## config.mk

```make
export PLATFORM = sky130hd
export DESIGN_NAME = ahb_arbiter_flat
export DESIGN_NICKNAME = d
export VERILOG_FILES = /design/src/rtl/ahb_arbiter_if.sv /design/src/rtl/ahb_arbiter.sv /design/src/flat_wrapper.sv
export SDC_FILE = /design/constraint.sdc
export NUM_CORES = 1
export LEC_CHECK = 0
export ABC_AREA = 1
export CAP_MARGIN = 20
export CORE_AREA = 2 2 90 92
export CTS_CLUSTER_DIAMETER = 30
export CTS_CLUSTER_SIZE = 28
export DETAILED_ROUTE_END_ITERATION = 7
export DIE_AREA = 0 0 92 94
export GPL_ROUTABILITY_DRIVEN = 0
export GPL_TIMING_DRIVEN = 0
export PLACE_DENSITY = 0.69
export SYNTH_ARGS = -nofsm -noshare
export SYNTH_HDL_FRONTEND = slang
export SYNTH_SLANG_ARGS = --single-unit
```

## constraint.sdc

```tcl
create_clock -name HCLK -period 1.23 [get_ports HCLK]
set_input_delay 0.3075 -clock HCLK [delete_from_list [all_inputs] [get_ports HCLK]]
set_output_delay 0.3075 -clock HCLK [all_outputs]
set_load 0.02 [all_outputs]
```

## src/rtl/ahb_arbiter_if.sv

```systemverilog
// ahb_arbiter_if
//   Bus-side signal bundle for the two-master AHB arbiter.
//   slave modport  : the arbiter's view (requests and master buses in,
//                    grant, ownership and the muxed bus out).
//   master modport : the surrounding masters/testbench view (mirror image).
//   Packed master buses are {master2, master1}; bit/field 0 is master1.
interface ahb_arbiter_if;
  logic [1:0]  HBUSREQ;
  logic [1:0]  HLOCK;
  logic [3:0]  HTRANS_M;
  logic [63:0] HADDR_M;
  logic [1:0]  HWRITE_M;
  logic [7:0]  HSIZE_M;
  logic [5:0]  HBURST_M;
  logic [63:0] HWDATA_M;
  logic        HREADY;

  logic [1:0]  HGRANT;
  logic        HMASTER;
  logic        HMASTLOCK;
  logic [31:0] HADDR;
  logic [1:0]  HTRANS;
  logic        HWRITE;
  logic [3:0]  HSIZE;
  logic [2:0]  HBURST;
  logic [31:0] HWDATA;

  modport slave (
    input  HBUSREQ, HLOCK, HTRANS_M, HADDR_M, HWRITE_M, HSIZE_M, HBURST_M,
           HWDATA_M, HREADY,
    output HGRANT, HMASTER, HMASTLOCK, HADDR, HTRANS, HWRITE, HSIZE, HBURST,
           HWDATA
  );

  modport master (
    output HBUSREQ, HLOCK, HTRANS_M, HADDR_M, HWRITE_M, HSIZE_M, HBURST_M,
           HWDATA_M, HREADY,
    input  HGRANT, HMASTER, HMASTLOCK, HADDR, HTRANS, HWRITE, HSIZE, HBURST,
           HWDATA
  );
endinterface

```

## src/rtl/ahb_arbiter.sv

```systemverilog
// ahb_arbiter
//   Two-master AHB bus arbiter with address/control and write-data muxes.
//   Ports:
//     HCLK    - clock, all state changes on the rising edge
//     HRESET  - synchronous active-high reset
//     bus     - ahb_arbiter_if.slave: HBUSREQ/HLOCK/master buses/HREADY in,
//               HGRANT/HMASTER/HMASTLOCK (registered) and the muxed
//               HADDR/HTRANS/HWRITE/HSIZE/HBURST/HWDATA (combinational) out.
//   Ownership moves only on HREADY=1 edges, never splits a burst (owner in
//   SEQ/BUSY) and never breaks a lock while the owner still requests.
//   HWDATA follows a data-phase owner that lags HMASTER by one transfer.
module ahb_arbiter #(
  parameter int unsigned DEFAULT_MASTER = 0
) (
  input logic         HCLK,
  input logic         HRESET,
  ahb_arbiter_if.slave bus
);

  typedef enum logic [1:0] {
    HTRANS_IDLE   = 2'b00,
    HTRANS_BUSY   = 2'b01,
    HTRANS_NONSEQ = 2'b10,
    HTRANS_SEQ    = 2'b11
  } htrans_e;

  localparam logic       DefMaster = DEFAULT_MASTER[0];
  localparam logic [1:0] DefGrant  = DefMaster ? 2'b10 : 2'b01;

  logic       hmaster_q,    hmaster_d;
  logic [1:0] hgrant_q,     hgrant_d;
  logic       hmastlock_q,  hmastlock_d;
  logic       data_owner_q, data_owner_d;

  htrans_e    owner_trans;
  logic       burst_active;
  logic       lock_hold;
  logic       winner;
  logic       next_owner;

  always_comb begin
    // NOTE: every always_comb output gets a default first so no path can
    // leave it unassigned and infer a latch.
    hmaster_d    = hmaster_q;
    hgrant_d     = hgrant_q;
    hmastlock_d  = hmastlock_q;
    data_owner_d = data_owner_q;

    owner_trans  = htrans_e'(hmaster_q ? bus.HTRANS_M[3:2] : bus.HTRANS_M[1:0]);
    burst_active = (owner_trans == HTRANS_SEQ) || (owner_trans == HTRANS_BUSY);
    // A lock bit counts only while the owner is still requesting.
    lock_hold    = bus.HLOCK[hmaster_q] & bus.HBUSREQ[hmaster_q];

    unique case (bus.HBUSREQ)
      2'b11:   winner = ~hmaster_q;   // contention: the non-owner gets its turn
      2'b01:   winner = 1'b0;
      2'b10:   winner = 1'b1;
      default: winner = DefMaster;
    endcase

    next_owner = (burst_active || lock_hold) ? hmaster_q : winner;

    if (bus.HREADY) begin
      hmaster_d    = next_owner;
      hgrant_d     = next_owner ? 2'b10 : 2'b01;
      hmastlock_d  = bus.HLOCK[next_owner] & bus.HBUSREQ[next_owner];
      data_owner_d = hmaster_q;
    end
  end

  always_ff @(posedge HCLK) begin
    // NOTE: state flops use non-blocking assignments so every flop samples
    // the pre-edge values regardless of statement order.
    if (HRESET) begin
      hmaster_q    <= DefMaster;
      hgrant_q     <= DefGrant;
      hmastlock_q  <= 1'b0;
      data_owner_q <= DefMaster;
    end else begin
      hmaster_q    <= hmaster_d;
      hgrant_q     <= hgrant_d;
      hmastlock_q  <= hmastlock_d;
      data_owner_q <= data_owner_d;
    end
  end

  assign bus.HGRANT    = hgrant_q;
  assign bus.HMASTER   = hmaster_q;
  assign bus.HMASTLOCK = hmastlock_q;

  // Address/control follow the address-phase owner.
  assign bus.HADDR  = hmaster_q ? bus.HADDR_M[63:32] : bus.HADDR_M[31:0];
  assign bus.HTRANS = hmaster_q ? bus.HTRANS_M[3:2]  : bus.HTRANS_M[1:0];
  assign bus.HWRITE = hmaster_q ? bus.HWRITE_M[1]    : bus.HWRITE_M[0];
  assign bus.HSIZE  = hmaster_q ? bus.HSIZE_M[7:4]   : bus.HSIZE_M[3:0];
  assign bus.HBURST = hmaster_q ? bus.HBURST_M[5:3]  : bus.HBURST_M[2:0];

  // Write data belongs to the transfer whose address phase came one earlier.
  assign bus.HWDATA = data_owner_q ? bus.HWDATA_M[63:32] : bus.HWDATA_M[31:0];

endmodule

```

## src/flat_wrapper.sv

```systemverilog
// flat-port wrapper written by rule: the top's interface ports become plain ports
module ahb_arbiter_flat 
#(
  parameter int unsigned DEFAULT_MASTER = 0
)
  (HCLK, HRESET, bus_HBUSREQ, bus_HLOCK, bus_HTRANS_M, bus_HADDR_M, bus_HWRITE_M, bus_HSIZE_M, bus_HBURST_M, bus_HWDATA_M, bus_HREADY, bus_HGRANT, bus_HMASTER, bus_HMASTLOCK, bus_HADDR, bus_HTRANS, bus_HWRITE, bus_HSIZE, bus_HBURST, bus_HWDATA);
  ahb_arbiter_if bus_i ();
  input logic HCLK;
  input logic HRESET;
  input wire logic [$bits(bus_i.HBUSREQ)-1:0] bus_HBUSREQ;
  input wire logic [$bits(bus_i.HLOCK)-1:0] bus_HLOCK;
  input wire logic [$bits(bus_i.HTRANS_M)-1:0] bus_HTRANS_M;
  input wire logic [$bits(bus_i.HADDR_M)-1:0] bus_HADDR_M;
  input wire logic [$bits(bus_i.HWRITE_M)-1:0] bus_HWRITE_M;
  input wire logic [$bits(bus_i.HSIZE_M)-1:0] bus_HSIZE_M;
  input wire logic [$bits(bus_i.HBURST_M)-1:0] bus_HBURST_M;
  input wire logic [$bits(bus_i.HWDATA_M)-1:0] bus_HWDATA_M;
  input wire logic [$bits(bus_i.HREADY)-1:0] bus_HREADY;
  output wire logic [$bits(bus_i.HGRANT)-1:0] bus_HGRANT;
  output wire logic [$bits(bus_i.HMASTER)-1:0] bus_HMASTER;
  output wire logic [$bits(bus_i.HMASTLOCK)-1:0] bus_HMASTLOCK;
  output wire logic [$bits(bus_i.HADDR)-1:0] bus_HADDR;
  output wire logic [$bits(bus_i.HTRANS)-1:0] bus_HTRANS;
  output wire logic [$bits(bus_i.HWRITE)-1:0] bus_HWRITE;
  output wire logic [$bits(bus_i.HSIZE)-1:0] bus_HSIZE;
  output wire logic [$bits(bus_i.HBURST)-1:0] bus_HBURST;
  output wire logic [$bits(bus_i.HWDATA)-1:0] bus_HWDATA;
  assign bus_i.HBUSREQ = bus_HBUSREQ;
  assign bus_i.HLOCK = bus_HLOCK;
  assign bus_i.HTRANS_M = bus_HTRANS_M;
  assign bus_i.HADDR_M = bus_HADDR_M;
  assign bus_i.HWRITE_M = bus_HWRITE_M;
  assign bus_i.HSIZE_M = bus_HSIZE_M;
  assign bus_i.HBURST_M = bus_HBURST_M;
  assign bus_i.HWDATA_M = bus_HWDATA_M;
  assign bus_i.HREADY = bus_HREADY;
  assign bus_HGRANT = bus_i.HGRANT;
  assign bus_HMASTER = bus_i.HMASTER;
  assign bus_HMASTLOCK = bus_i.HMASTLOCK;
  assign bus_HADDR = bus_i.HADDR;
  assign bus_HTRANS = bus_i.HTRANS;
  assign bus_HWRITE = bus_i.HWRITE;
  assign bus_HSIZE = bus_i.HSIZE;
  assign bus_HBURST = bus_i.HBURST;
  assign bus_HWDATA = bus_i.HWDATA;
  ahb_arbiter #(.DEFAULT_MASTER(DEFAULT_MASTER)) u_core (.HCLK(HCLK), .HRESET(HRESET), .bus(bus_i));
endmodule
```

Word-level counts from Yosys, hierarchy flattened
Index checks and enable logic that the tools add are counted.

word-level totals
  register bits after elaboration = 5
  bits of input ports = 155
  output and inout bits = 78
  word-level logic and storage cells = 32

cells by class
  order comparisons = 2
  eq/ne operators = 4
  multiplexer cells = 17
  bitwise logic cells = 3
  reduce and logical (&&, ||, !) cells = 2

operators with widths
  operator              number
  $mux W32              2
  $mux W1               10
  $eq A2 B2 Y1 const B  3
  $lt A1 B2 Y1 const B  2
  $mux W2               2
  $mux W4               1
  $mux W3               1
  $and A1 B1 Y1         2
  $eq A2 B1 Y1 const B  1
  $logic_or A1 B1 Y1    2
  $pmux W1 S2           1
  $not A1 Y1            1

Depth between registers and ports, before layout
Gate-level depths: netlist (run 1).

  word-level depth = 8
  gate-level depth with buffers = 8
  gate-level depth less buffers = 8

Least setup slack after synthesis (run 1)
Ideal clock, no wire load.

  path type = register to output
  from = reg u_core.hmaster_q, in the netlist u_core.bus.HMASTER
  to = out bus_HADDR[0]
  data arrival time = 1.030 ns
  data required time = 0.923 ns
  setup slack = -0.108 ns
  stages on the path, launching flop included = 5
  path buffers = 2
  path through = dfxtp_1 -> buf_6 -> buf_2 -> nand2_1 -> nand2_1

on the way
  word-level cells in the longest chain between the ends = 1

RTL lines
  item                      RTL line            text
  start: declaration        ahb_arbiter.sv:30   logic hmaster_q, hmaster_d;
  start signal: assignment  ahb_arbiter.sv:75   hmaster_q <= DefMaster;
  start signal: assignment  ahb_arbiter.sv:80   hmaster_q <= hmaster_d;
  $mux W32                  ahb_arbiter.sv:92   assign bus.HADDR = hmaster_q ? bus.HADDR_M[63:32] : bus.HADDR_M[31:0];
  end: declaration          flat_wrapper.sv:22  output wire logic [$bits(bus_i.HADDR)-1:0] bus_HADDR;

Every way passes these cells.

Worst setup path in the final report (run 1)
  from = reg u_core.data_owner_q
  to = out bus_HWDATA[12]

on the way
  word-level cells in the longest chain between the ends = 1

RTL lines
  item                      RTL line            text
  start: declaration        ahb_arbiter.sv:33   logic data_owner_q, data_owner_d;
  start signal: assignment  ahb_arbiter.sv:78   data_owner_q <= DefMaster;
  start signal: assignment  ahb_arbiter.sv:83   data_owner_q <= data_owner_d;
  $mux W32                  ahb_arbiter.sv:99   assign bus.HWDATA = data_owner_q ? bus.HWDATA_M[63:32] : bus.HWDATA_M[31:0];
  end: declaration          flat_wrapper.sv:27  output wire logic [$bits(bus_i.HWDATA)-1:0] bus_HWDATA;

Every way passes these cells.

==> flow_metrics.py, run 1 <==
metrics = {
    "route": {
        "drt-pass1-iter-count": 3,
        "vias": 2377,
        "antenna_left": 0,
        "routed_wl_mm": 8.28,
        "viasPerCell": 4.21,
        "drt_iter0_markers": 16,
        "routedWlPerCell_um": 14.7,
        "drc": 0,
    },
    "power": {
        "peakVddDrop_mv": 0.265,
        "internal_power_mw": 1.72,
        "p_leak_nw": 2.38,
        "p_sw_share_pct": 37.2,
        "pwr-share-clk_pct": 10.2,
        "power_density_nw_per_um2": 558,
        "seqPwrFrac_pct": 5.3,
        "p_switching_mw": 1.02,
        "power_mw": 2.75,
        "p_comb_share_pct": 84.6,
    },
    "finish": {
        "nets": 620,
        "fin_area_um2": 4920,
        "area_growth_syn_to_layout_pct": 334,
        "layout-drive-gt1-share_pct": 61.3,
        "n_antenna_cell": 0,
        "layout_common_cells": "clkdlybuf4s50_1, nand2_2, buf_6",
        "layout_commonest_cell": "clkdlybuf4s50_1",
        "fill_cells": 598,
        "fin_util_pct": 64.7,
    },
    "clock_network": {
        "htreeDepth": 1,
        "clk_pin_slew_ps": 30,
        "cts_tree": "done",
        "clock_latency_ps": 220,
        "cts_made_buffers": 3,
        "clk_path_buf_depth": 2,
        "cts_hold_buf": 0,
        "cts-root-buf": "clkbuf_8",
        "clock-sinks": 4,
    },
    "global_route": {
        "grt-ovfl-total": 0,
        "grt_pass1_wl_mm": 11.8,
        "grt_pass1_vias": 2510,
        "grt_start_max_net_pins": 11,
        "antenna_found_initial": 0,
        "grt.total_usage_pct": 16.9,
    },
    "critical_path": {
        "reg2reg_slack_ps": -80,
        "critPathKind": "reg -> out",
        "cp-end-kind": "primary output",
        "r2r-end": "u_core.bus.HMASTLOCK",
        "worst_ep_arrival_time_ps": 1350,
        "worstPathRequired_ps": 920,
        "rr_startpoint": "u_core.bus.HMASTER",
        "reg2reg_depth": 9,
        "start_kind": "flip-flop",
        "cp_max_fo": 5,
    },
    "sta": {
        "tns_ps": -24510,
        "rsz0062_at_grt": "true",
        "post-route-period-util_pct": 135,
        "finalMaxSlewViolations": 0,
        "setup_viol": 79,
        "max_slew_margin_pct": 79.3,
        "hold_ws_ps": 490,
        "fin_ws_ps": -426,
        "fmax_mhz": 604,
        "min_period_ps": 1660,
        "fin_skew_ps": 1.66,
        "max_slew.worst_pin.slew_ps": 310,
        "hold_viol": 0,
    },
    "die": {
        "die_y_um": 94,
        "dieArea_um2": 8650,
        "rows": 32,
        "initial_core_util_pct": 14.9,
        "die_w_um": 92,
        "io_pins": 233,
        "core_um2": 7610,
    },
    "hold_path": {
        "whs_path_depth": 2,
        "worstHoldStart": "u_core.bus.HGRANT[0]",
        "whs_endpoint": "u_core.bus.HGRANT[0]",
        "hold_class": "reg -> reg",
    },
    "synthesis": {
        "synth_top_area_share_pct": 43.4,
        "yosysSeqAreaShare_pct": 7.06,
        "synthesis.area_um2": 1130,
        "synth_top_cell_by_area": "nand2_1",
        "yosysWarnings": 0,
        "synth-seq-cells": 4,
        "syn-num-nets": 356,
        "synthCells": 201,
        "synth.avg_cell_area_um2": 5.64,
        "synth_cell_types": 18,
        "ys_top_cells_by_area": "nand2_1, mux2_1, dfxtp_1",
    },
    "run_status": {
        "violations": "setup timing",
        "status": "finished, violations left",
    },
    "run": {
        "cap_viol_max_count": 0,
    },
    "placement": {
        "numPortBuffers": 232,
        "dp_hpwl_mm": 6.22,
        "postPlaceCellArea_um2": 3780,
    },
}
-- stage by stage --
step / setup slack, ps / instances
3_5_place_dp: -745 / 535
3_3_place_gp: -747 / 535
5_1_grt: -457 / 565
2_1_floorplan: -37.4 / 201
4_1_cts: -421 / 560
6_report: -426 / 565
-- worst max-delay path by stage --
stage / from / cells past startpoint / slack (ps) / to
2_1_floorplan: u_core.data_owner_q / 3 / -40 / bus_HWDATA[20]
3_3_place_gp: bus_HTRANS_M[2] / 6 / -750 / bus_HTRANS[0]
3_5_place_dp: bus_HTRANS_M[2] / 6 / -740 / bus_HTRANS[0]
4_1_cts: u_core.data_owner_q / 5 / -420 / bus_HWDATA[10]
5_1_grt: u_core.data_owner_q / 5 / -460 / bus_HWDATA[16]
6_report: u_core.data_owner_q / 5 / -430 / bus_HWDATA[12]
-- synthesized netlist by cell type --
| master | number |
|---|---|
| buf_2 | 9 |
| nand2_1 | 131 |
| a21oi_2 | 1 |
| buf_4 | 1 |
| o211ai_1 | 1 |
| o21ai_2 | 1 |
| mux2_2 | 3 |
| mux2_1 | 29 |
| buf_6 | 4 |
| inv_2 | 1 |
| nand2_2 | 1 |
| o211a_1 | 1 |
| nor2_1 | 3 |
| inv_1 | 6 |
| a21oi_1 | 1 |
| nand3_1 | 2 |
| o21ai_0 | 2 |
| dfxtp_1 | 4 |
-- area by class of cell --
class	instances	area, µm²	share of cell area, %
buffer	13	213	4.32
clock buffer	3	41.3	0.839
inverter	7	42.5	0.865
multi-input combinational	176	1560	31.7
sequential	4	85.1	1.73
tap	102	128	2.59
timing repair buffer	259	2840	57.7
timing repair inverter	1	11.3	0.229
-- timing repair --
item	in CTS	in global routing
pin swaps	2	30
cloned	8	3
setup endpoints to repair	78	78
setup buffers	14	6
resized for setup	543	104
-- power groups by stage --
stage / clock network, mW / logic (mW) / registers [mW]
global placement: 0 / 1.73 / 0.148
global route: 0.295 / 2.44 / 0.146
floorplan: 0 / 0.739 / 0.156
detailed placement: 0 / 1.75 / 0.148
finish: 0.279 / 2.32 / 0.145
CTS: 0.281 / 2.14 / 0.147
-- per-layer routing --
metal | wire length (µm) | track usage [%] | up-vias
li1 | - | - | 1157
met1 | 2690 | 16.5 | 1064
met2 | 4610 | 34.1 | 144
met3 | 847 | 6.26 | 12
met4 | 133 | 2.74 | 0
met5 | 0 | 0 | -
-- registers in the layout (all words and copies together), names as in the netlist --
register / count
u_core.data_owner_q: 1
u_core.bus.HMASTLOCK: 1
u_core.bus.HGRANT: 1
u_core.bus.HMASTER: 1
-- worst max-delay path: stages, from the launching register on --
cell     delay (ps)
dfxtp_2         300
buf_6           130
buf_12          130
buf_12          130
mux2_4          300
buf_6           130
-- cells by family (layout without fill, tap and decap cells) --
family	after synthesis	count (layout)	share of synthesized area [%]
compound gates	7	7	4.42
mux	32	32	31.8
flops	4	4	7.06
simple gates	137	137	45.8
buf+inv	21	283	10.9
Note: power is estimated with default switching activity, not from simulation.
==> inputs of run 2 (changes only) <==
--- a/config.mk
+++ b/config.mk
@@ -9,12 +9,13 @@
 export CAP_MARGIN = 20
 export CORE_AREA = 2 2 90 92
 export CTS_CLUSTER_DIAMETER = 30
-export CTS_CLUSTER_SIZE = 28
+export CTS_CLUSTER_SIZE = 14
 export DETAILED_ROUTE_END_ITERATION = 7
 export DIE_AREA = 0 0 92 94
 export GPL_ROUTABILITY_DRIVEN = 0
 export GPL_TIMING_DRIVEN = 0
 export PLACE_DENSITY = 0.69
+export SETUP_SLACK_MARGIN = 0.02
 export SYNTH_ARGS = -nofsm -noshare
 export SYNTH_HDL_FRONTEND = slang
 export SYNTH_SLANG_ARGS = --single-unit
==> flow_metrics.py, run 2 (same netlist as run 1, synthesis figures left out) <==
metrics = {
    "critical_path": {
        "reg2reg_slack_ps": -110,
        "worst_ep_arrival_time_ps": 1260,
        "cp_top_family": "flip-flops",
        "critPathKind": "reg -> out",
        "max_stage_delay_ps": 420,
        "rr_startpoint": "u_core.bus.HMASTER",
        "start_kind": "flip-flop",
        "path_cells": "buf_12 > mux2_4 > buf_2",
        "cpMaxStageDelayCell": "dfxtp_4",
        "worstPathRequired_ps": 920,
        "r2r-end": "u_core.bus.HMASTLOCK",
        "worst-path-buf-inv": 2,
        "cp-end-kind": "primary output",
        "cp_max_fo": 10,
        "reg2reg_depth": 10,
    },
    "sta": {
        "post-route-period-util_pct": 127,
        "fmax_mhz": 638,
        "fin_skew_ps": 0.394,
        "finalMaxSlewViolations": 0,
        "min_period_ps": 1570,
        "max_slew.worst_pin.slew_ps": 268,
        "hold_ws_ps": 495,
        "max_slew_margin_pct": 82.1,
        "hold_viol": 0,
        "fin_ws_ps": -337,
        "rsz0062_at_grt": "true",
        "tns_ps": -20400,
        "setup_viol": 77,
    },
    "global_route": {
        "grt-ovfl-total": 0,
        "grt_start_max_net_pins": 11,
        "grt.total_usage_pct": 16.1,
        "antenna_found_initial": 0,
        "grt_pass1_wl_mm": 11.2,
        "grt_pass1_vias": 2412,
    },
    "clock_network": {
        "htreeDepth": 1,
        "clk_path_buf_depth": 2,
        "cts-root-buf": "clkbuf_8",
        "cts_hold_buf": 0,
        "cts_tree": "done",
        "clock_latency_ps": 220,
        "clk_pin_slew_ps": 30,
        "clock-sinks": 4,
        "cts_made_buffers": 3,
    },
    "hold_path": {
        "hold_class": "reg -> reg",
        "whs_path_depth": 2,
        "whs_endpoint": "u_core.bus.HGRANT[0]",
        "worstHoldStart": "u_core.bus.HGRANT[0]",
    },
    "route": {
        "routed_wl_mm": 7.74,
        "drc": 0,
        "antenna_left": 0,
        "vias": 2286,
        "viasPerCell": 4.13,
        "routedWlPerCell_um": 14.0,
        "drt_iter0_markers": 34,
        "drt-pass1-iter-count": 4,
    },
    "die": {
        "initial_core_util_pct": 14.9,
        "io_pins": 233,
        "rows": 32,
        "dieArea_um2": 8650,
        "core_um2": 7610,
        "die_y_um": 94,
        "die_w_um": 92,
    },
    "finish": {
        "layout_commonest_cell": "clkdlybuf4s50_1",
        "n_antenna_cell": 0,
        "nets": 609,
        "layout_common_cells": "clkdlybuf4s50_1, nand2_2, buf_6",
        "area_growth_syn_to_layout_pct": 301,
        "layout-drive-gt1-share_pct": 55.1,
    },
    "power": {
        "power_density_nw_per_um2": 564,
        "peakVddDrop_mv": 0.286,
        "p_leak_nw": 2.12,
    },
    "placement": {
        "dp_hpwl_mm": 6.17,
        "numPortBuffers": 232,
    },
    "run_status": {
        "violations": "setup timing",
        "status": "finished, violations left",
    },
    "run": {
        "cap_viol_max_count": 0,
    },
}
## run 2: cell count changes in the layout (fill, tap and decap cells not counted), sizes merged
cell | previous run | this run
clkdlybuf4s15 | 1 | 2
buf | 113 | 103
clkbuf | 6 | 5
dlymetal6s2s | 1 | 0
clkdlybuf4s50 | 151 | 154
dlygate4sd2 | 3 | 0
## run 2: how the worst max path moves through the flow
| stage | to | slack, ps | start | cells past startpoint |
|---|---|---|---|---|
| floorplan | bus_HADDR[0] | 10 | u_core.bus.HMASTER | 5 |
| global route | bus_HWDATA[26] | -370 | u_core.data_owner_q | 3 |
| detailed placement | bus_HADDR[28] | -710 | u_core.bus.HMASTER | 6 |
| CTS | bus_HWDATA[12] | -430 | u_core.data_owner_q | 5 |
| finish | bus_HWDATA[26] | -340 | u_core.data_owner_q | 3 |
| global placement | bus_HADDR[28] | -710 | u_core.bus.HMASTER | 6 |
## run 2: worst register-to-register path: cells and delay by family, from the launching register on
kind,cells,cell delay [ps]
buf+inv,3,390
flops,1,360
simple gates,6,410
compound gates,1,70
## run 2: area by class of cell
class                   instances  area [µm²]
well taps                     102         128
multi-input cells             176        1430
flip-flops and latches          4        87.6
clock buffers                   3        41.3
repair buffers                248        2600
fillers                       671        3060
repair inverters                1        11.3
plain buffers                  13         214
inverters                       7        38.8
## run 2: where the power goes
| part | internal (mW) | switching (mW) |
|---|---|---|
| Sequential | 0.139 | 0.0143 |
| Combinational | 1.26 | 0.867 |
| Clock | 0.209 | 0.0705 |
## run 2: timing repair
item                       in CTS  in global routing
hold endpoints to repair        0                  0
gates resized for setup       508                 79
gates cloned                    6                  3
pin swaps                       8                  7
buffers inserted                8                  2
setup endpoints to repair      79                 78
## run 2: metal layers
| metal | track usage (%) | part of all wire [%] | up-vias | wire [µm] |
|---|---|---|---|---|
| met5 | 0 | 0 | - | 0 |
| met4 | 4.73 | 1.6 | 0 | 124 |
| met3 | 5.70 | 12 | 8 | 892 |
| met2 | 32.7 | 55 | 147 | 4270 |
| met1 | 14.9 | 32 | 996 | 2450 |
| li1 | - | - | 1135 | - |
## run 2: stage by stage
stage	area [µm²]	total power [mW]	setup WS (ps)	utilization, %	instances
2_1_floorplan	1360	0.913	11.5	-	201
3_3_place_gp	3810	1.90	-710	50.1	535
3_5_place_dp	3810	1.92	-711	50.1	535
4_1_cts	4260	2.45	-427	56.0	552
5_1_grt	4540	2.71	-369	59.7	554
6_report	4540	2.56	-337	59.7	554
